`src/rtl/ram_arbiter.sv`:
```
// Round-robin arbiter giving two hosts access to one single-port SRAM.
// Read responses go back to the issuing host through an in-order ID FIFO.
module ram_arbiter #(
    parameter int unsigned Aw          = 9,
    parameter int unsigned Dw          = 32,
    parameter int unsigned Outstanding = 2
) (
    input  logic            clk_i,
    input  logic            rst_ni,
    input  logic [1:0]      req_i,
    input  logic [1:0]      we_i,
    input  logic [2*Aw-1:0] addr_i,
    input  logic [2*Dw-1:0] wdata_i,
    input  logic [2*Dw-1:0] wmask_i,
    output logic [1:0]      gnt_o,
    output logic [1:0]      rvalid_o,
    output logic [Dw-1:0]   rdata_o,
    output logic            ram_req_o,
    output logic            ram_we_o,
    output logic [Aw-1:0]   ram_addr_o,
    output logic [Dw-1:0]   ram_wdata_o,
    output logic [Dw-1:0]   ram_wmask_o,
    input  logic [Dw-1:0]   ram_rdata_i,
    input  logic            ram_rvalid_i,
    output logic            busy_o,
    output logic            err_o
);

    localparam int unsigned PtrW = (Outstanding > 1) ? $clog2(Outstanding) : 1;
    localparam int unsigned CntW = $clog2(Outstanding + 1);

    logic                   last_gnt_q;
    logic [Outstanding-1:0] id_q;
    logic [PtrW-1:0]        wptr_q, rptr_q;
    logic [CntW-1:0]        cnt_q, cnt_d;
    logic                   err_q;

    logic full, empty, cand, sel, push, pop;

    function automatic logic [PtrW-1:0] ptr_inc(input logic [PtrW-1:0] p);
        return (p == PtrW'(Outstanding - 1)) ? '0 : p + PtrW'(1);
    endfunction

    // Full and empty depend only on registered count, so ram_rvalid_i never reaches gnt_o.
    assign full  = (cnt_q == CntW'(Outstanding));
    assign empty = (cnt_q == '0);

    always_comb begin
        cand = req_i[1];
        if (&req_i) begin
            cand = ~last_gnt_q;
        end
    end

    // Reset gating keeps grants off while the whole subsystem is held in reset.
    always_comb begin
        gnt_o = 2'b00;
        if (|req_i && !full && rst_ni) begin
            gnt_o = cand ? 2'b10 : 2'b01;
        end
    end

    assign sel         = gnt_o[1];
    assign ram_req_o   = |gnt_o;
    assign ram_we_o    = sel ? we_i[1] : we_i[0];
    assign ram_addr_o  = sel ? addr_i[Aw +: Aw] : addr_i[0 +: Aw];
    assign ram_wdata_o = sel ? wdata_i[Dw +: Dw] : wdata_i[0 +: Dw];
    assign ram_wmask_o = sel ? wmask_i[Dw +: Dw] : wmask_i[0 +: Dw];

    assign push = ram_req_o & ~ram_we_o;
    assign pop  = ram_rvalid_i & ~empty;

    always_comb begin
        rvalid_o = 2'b00;
        if (pop) begin
            rvalid_o = id_q[rptr_q] ? 2'b10 : 2'b01;
        end
    end

    assign rdata_o = ram_rdata_i;

    always_comb begin
        cnt_d = cnt_q;
        unique case ({push, pop})
            2'b10:   cnt_d = cnt_q + CntW'(1);
            2'b01:   cnt_d = cnt_q - CntW'(1);
            default: cnt_d = cnt_q;
        endcase
    end

    always_ff @(posedge clk_i or negedge rst_ni) begin
        if (!rst_ni) begin
            last_gnt_q <= 1'b1;
            id_q       <= '0;
            wptr_q     <= '0;
            rptr_q     <= '0;
            cnt_q      <= '0;
            err_q      <= 1'b0;
        end else begin
            if (ram_req_o) begin
                last_gnt_q <= sel;
            end
            if (push) begin
                id_q[wptr_q] <= sel;
                wptr_q       <= ptr_inc(wptr_q);
            end
            if (pop) begin
                rptr_q <= ptr_inc(rptr_q);
            end
            cnt_q <= cnt_d;
            if (ram_rvalid_i && empty) begin
                err_q <= 1'b1;
            end
        end
    end

    assign busy_o = ~empty;
    assign err_o  = err_q;

endmodule

```
`config.mk`:
```
export PLATFORM = sky130hd
export DESIGN_NAME = ram_arbiter
export DESIGN_NICKNAME = d
export VERILOG_FILES = /design/src/rtl/ram_arbiter.sv
export SDC_FILE = /design/constraint.sdc
export NUM_CORES = 1
export LEC_CHECK = 0
export CAP_MARGIN = 20
export CORE_AREA = 2 2 115 117
export DETAILED_ROUTE_END_ITERATION = 8
export DIE_AREA = 0 0 117 119
export GPL_TIMING_DRIVEN = 0
export SLEW_MARGIN = 0
export SYNTH_ARGS = -nofsm -noshare
export SYNTH_HDL_FRONTEND = slang
export SYNTH_SLANG_ARGS = --single-unit
```
`constraint.sdc`:
```
create_clock -name clk_i -period 1.9 [get_ports clk_i]
set_input_delay 0.285 -clock clk_i [delete_from_list [all_inputs] [get_ports clk_i]]
set_output_delay 0.285 -clock clk_i [all_outputs]
set_load 0.01 [all_outputs]
```
**Yosys cells after proc, flatten, opt, wreduce, memory -nomap -nowiden**

Index checks and enable logic that the tools add are counted.

- Add/sub/neg operators: 4
- $lt $le $gt $ge: 3
- Equality and inequality tests: 3
- Multiplexer cells: 17
- Bitwise logic cells: 5
- Reductions and logical operators: 10

Operators with widths:

| cell | number |
|---|---|
| $mux W32 | 2 |
| $mux W9 | 1 |
| $mux W2 | 4 |
| $mux W1 | 7 |
| $eq A2 B2 Y1 const B | 2 |
| $logic_and A1 B1 Y1 | 4 |
| $lt A1 B2 Y1 const B | 2 |
| $pmux W2 S2 | 1 |
| $reduce_or A2 Y1 | 2 |
| $not A1 Y1 | 3 |
| $add A1 B1 Y1 const B | 2 |
| $add A2 B1 Y2 const B | 1 |
| $and A1 B1 Y1 | 2 |
| $bwmux W2 | 1 |
| $eq A2 B1 Y1 const B | 1 |
| $logic_not A2 Y1 | 1 |
| $reduce_and A2 Y1 | 1 |
| $reduce_bool A2 Y1 | 1 |
| $sub A2 B1 Y2 const B | 1 |
| $demux W1 S1 | 1 |
| $ge A1 B1 Y1 const B | 1 |
| $logic_not A1 Y1 | 1 |

- Register bits: 8
- Input bits: 185
- Output and inout bits: 113
- Logic and storage cells: 48

**Depth between registers and ports, before layout**

- Depth after elaboration: 10
- Mapped depth: 8
- Depth with buffers taken out: 8

**Worst setup path after synthesis**

Ideal clock, no wire load.

- Kind: reg2reg
- From: register cnt_q[0]
- To: register cnt_q[1]
- Library setup time: 0.079 ns
- Arrival time: 1.558 ns
- Required time: 1.821 ns
- Setup slack: 0.263 ns
- Cell stages (with the launch flop): 8
- Buffers on the path: 0
- Clock period less this slack: 1.637 ns
- Cell sequence: dfrtp_1 nand2b_1 o211ai_1 inv_1 nand2_1 ha_1 nor2_1 xor2_1

- Elaborated cells between the ends (all ways): 18
- Classes of those cells: add/sub: 2; eq/ne: 3; mux: 3; bitwise: 4; reduce/logical: 6

RTL lines:

| item | line | text |
|---|---|---|
| from (decl) | 35 | `logic [CntW-1:0] cnt_q, cnt_d;` |
| from (signal assigned) | 110 | `cnt_q <= cnt_d;` |
| $eq A2 B2 Y1 * | 45 | `assign full = (cnt_q == CntW'(Outstanding));` |
| $logic_not A1 Y1 * | 58 | `if (\|req_i && !full && rst_ni) begin` |
| $logic_and A1 B1 Y1 * (2 in a row) | 58 |  |
| $mux W2 * | 58 |  |
| $reduce_or A2 Y1 * | 64 | `assign ram_req_o = \|gnt_o;` |
| named net ram_req_o | 18 | `output logic ram_req_o,` |
| $and A1 B1 Y1 * | 70 | `assign push = ram_req_o & ~ram_we_o;` |
| $eq A2 B1 Y1 / $eq A2 B2 Y1 (equally long branches) | 84 | `unique case ({push, pop})` |
| $pmux W2 S2 / $reduce_bool A2 Y1 (equally long branches) | - |  |

Mark *: on every way through the listed nets, which the timed path passes. The rest lies on a longest branch.
A chain may end at the register's enable or synchronous reset.

**Worst setup path after layout**

- From: register last_gnt_q
- To: output port ram_wdata_o[10]

- Longest elaborated chain between the ends: 5

RTL lines:

| item | line | text |
|---|---|---|
| from (decl) | 32 | `logic last_gnt_q;` |
| from (signal assigned) | 101 | `last_gnt_q <= sel;` |
| $not A1 Y1 | 51 | `cand = ~last_gnt_q;` |
| $mux W1 | 50 | `if (&req_i) begin` |
| $mux W2 | 59 | `gnt_o = cand ? 2'b10 : 2'b01;` |
| $mux W2 | 58 |  |
| $mux W32 | 67 | `assign ram_wdata_o = sel ? wdata_i[Dw +: Dw] : wdata_i[0 +: Dw];` |
| to (decl) | 21 | `output logic [Dw-1:0] ram_wdata_o,` |

Every way passes these cells.

==> qor.yml <==
required_ps: 1620
timing.final.max_slew_violations: 0
setup_viol: 73
grt_setup_unrepaired: "true"
final_nets: 633
syn_area_per_cell_um2: 11.1
synthFlopType: "dfrtp_1"
syn_nets: 341
grt_pass1_wl_um: 12100
drc: 0
power_frac_comb: 0.784
yosys.area.top_type: "mux2_4"
synth_top_area_frac: 0.333
h-tree-depth: 1
worstPathArrival_ps: 1780
start_util: 0.133
die_w_um: 117
max_freq_mhz: 485
dp_slack_ps: -883
slowest_delay_ps: 540
synth_seq_area_share: 0.117
yosysMostFrequentCell: "mux2_4"
via_count: 2296
violations: "setup timing"
hold_class: "input pin to async pin"
postSynthRegisterBits: 8
seqPwrFrac: 0.098
power_switching_mw: 0.955
io_buffers: 265
powerDensity_nw_per_um2: 596
num_antenna_cells: 0
switching_share: 0.309
syn_to_final_growth_pct: 202
cts.sinks: 8
track_usage: 0.112
path_max_fanout: 7
synth_cells: 155
synthTopCellsByCount: "mux2_4, mux2_2, buf_4"
clk_pin_slew_worst_paths_ps: 40
synth_edf_count: 0
clkPwrFrac: 0.117
drv_cap: 0
clockRootBuffer: "clkbuf_16"
p_leak_nw: 2.50
dieArea_um2: 13900
cts_tree: "yes"
hpwl_um: 7220
finalWirelength_um: 8770
crit_chain: "a21boi_4 -> nand3_4 -> buf_12 -> buf_8 -> buf_12 -> mux2_4 -> buf_6"
antenna_found_initial: 0
place.gp.congestion: 0.678
crit_type: "flop to output port"
cpLargestDelayFamily: "flip-flops"
path_common_cell: "buf_12"
drtIter0Drc: 30
max_slew.worst_pin.slew_ps: 300
cellInternalPower_mw: 2.14
timing.final.crit_share: 1.09
slew_headroom: 0.799
hold_viol: 0
r2r_end: "cnt_q[1]$_DFFE_PN0P_"
cts_hold_buf: 0
clockBufferDepth: 2
netlist_area_um2: 1720
start_kind: "flop"
avgRoutedWirePerCell_um: 14.1
grt_max_degree: 11
max-vdd-ir-drop_uv: 359
path_buf_inv: 4
fill_cells: 1257
finalCriticalPeriod_ps: 2060
numCtsBuffers: 3
ant_nets: 0
multiInputGateArea_um2: 1300
r2r-start: "last_gnt_q$_DFFE_PN1P_"
setup_ws_ps: -162
vias_per_cell: 3.69
status: "finished, violations left"
grt-ovfl-total: 0
final_cells: 622
yosysWarnings: 0
finalPower_mw: 3.09
async_reset_ff_frac: 1.00
dr.pass1.iters: 4
ff_latch_area_um2: 201
core_area_um2: 12900
timing.reg2reg.setup_slack_ps: 210
synth_area_leaders: "mux2_4, mux2_2, buf_4, dfrtp_1, buf_6"
worst_skew_pair.late_latency_ps: 230
cp_slowest_cell: "dfstp_2"
crit_path_end_kind: "output port"
dp_cells: 596
rr_worst_depth: 7
die_h_um: 119
io-pin-count: 298
grt_pass1_vias: 2339
rows: 42
drive_gt1_frac: 0.491
finClkSkew_ps: 1.19
yosysUniqueCellTypes: 23
==> how the worst max path moves through the flow <==
| stage | start | end | slack [ps] | cells after the start |
|---|---|---|---|---|
| 6_report | last_gnt_q$_DFFE_PN1P_ | ram_wdata_o[10] | -160 | 7 |
| 5_1_grt | last_gnt_q$_DFFE_PN1P_ | ram_wdata_o[10] | -210 | 7 |
| 4_1_cts | last_gnt_q$_DFFE_PN1P_ | ram_wmask_o[5] | -280 | 7 |
| 3_5_place_dp | rst_ni | ram_wdata_o[12] | -880 | 6 |
| 3_3_place_gp | rst_ni | ram_wdata_o[12] | -870 | 6 |
| 2_1_floorplan | cnt_q[0]$_DFFE_PN0P_ | cnt_q[1]$_DFFE_PN0P_ | 260 | 7 |
==> power groups by stage <==
stage          Combinational (mW)  Sequential (mW)  Clock [mW]
6_report                     2.43            0.305       0.363
5_1_grt                      2.58            0.315       0.378
4_1_cts                      2.35            0.308       0.372
3_5_place_dp                 1.94            0.310           0
3_3_place_gp                 1.93            0.307           0
2_1_floorplan               0.940            0.297           0
==> cell families after synthesis <==
| family | count (synthesis) | share of synthesized area |
|---|---|---|
| compound gates | 7 | 0.0401 |
| xor+xnor | 5 | 0.0255 |
| fa+ha+maj | 1 | 0.00729 |
| buf+inv | 45 | 0.193 |
| flops | 8 | 0.117 |
| mux | 76 | 0.581 |
| simple gates | 13 | 0.0365 |
==> repair_timing <==
item                       4_1_cts  5_1_grt
gates cloned                     4        1
gates resized for setup        390       52
setup endpoints to repair       80       77
buffers inserted                18        4
pin swaps                        2        2
==> metal layers <==
layer  wire [um]  GRT usage  vias up
met5           0          0        -
met4          55     0.0199        0
met3         790     0.0188        4
met2        4780      0.221      127
met1        3140      0.123     1068
li1            -          -     1097
==> area by class of cell <==
cell class,count,share of cell area
timing repair buffer,290,0.585
multi-input combinational,102,0.251
buffer,37,0.0637
tap,176,0.0424
sequential,8,0.0388
clock buffer,4,0.0152
inverter,5,0.00362
==> sequential cells by signal (all words and copies together), names as in the netlist <==
register,count
err_o,1
last_gnt_q,1
wptr_q,1
id_q,2
rptr_q,1
cnt_q,2
==> metrics by stage <==
step                      setup TNS, ps  hold WS (ps)  utilization  instance area (um2)
after CTS                        -15280          13.3        0.395                 5090
after global routing             -10050          28.1        0.403                 5190
after detailed placement         -60170           448        0.356                 4590
after global placement           -58890           443        0.356                 4590
after floorplan                       0         -10.6            -                 1720
final                             -6370          12.5        0.403                 5190
==> layout by cell type (no fill, tap or decap), types with 2 or more instances in the layout <==
master	instances
buf_12	7
buf_16	3
buf_2	8
buf_4	44
buf_6	67
buf_8	5
clkbuf_16	4
clkdlybuf4s50_1	183
dfrtp_1	7
dlygate4sd2_1	4
dlymetal6s2s_1	2
inv_1	5
mux2_2	9
mux2_4	65
nand2_1	4
nor2_1	4
nor3_1	2
o22a_1	2
o31a_1	2
xnor2_1	4
Note: power is estimated with default switching activity, not from simulation.
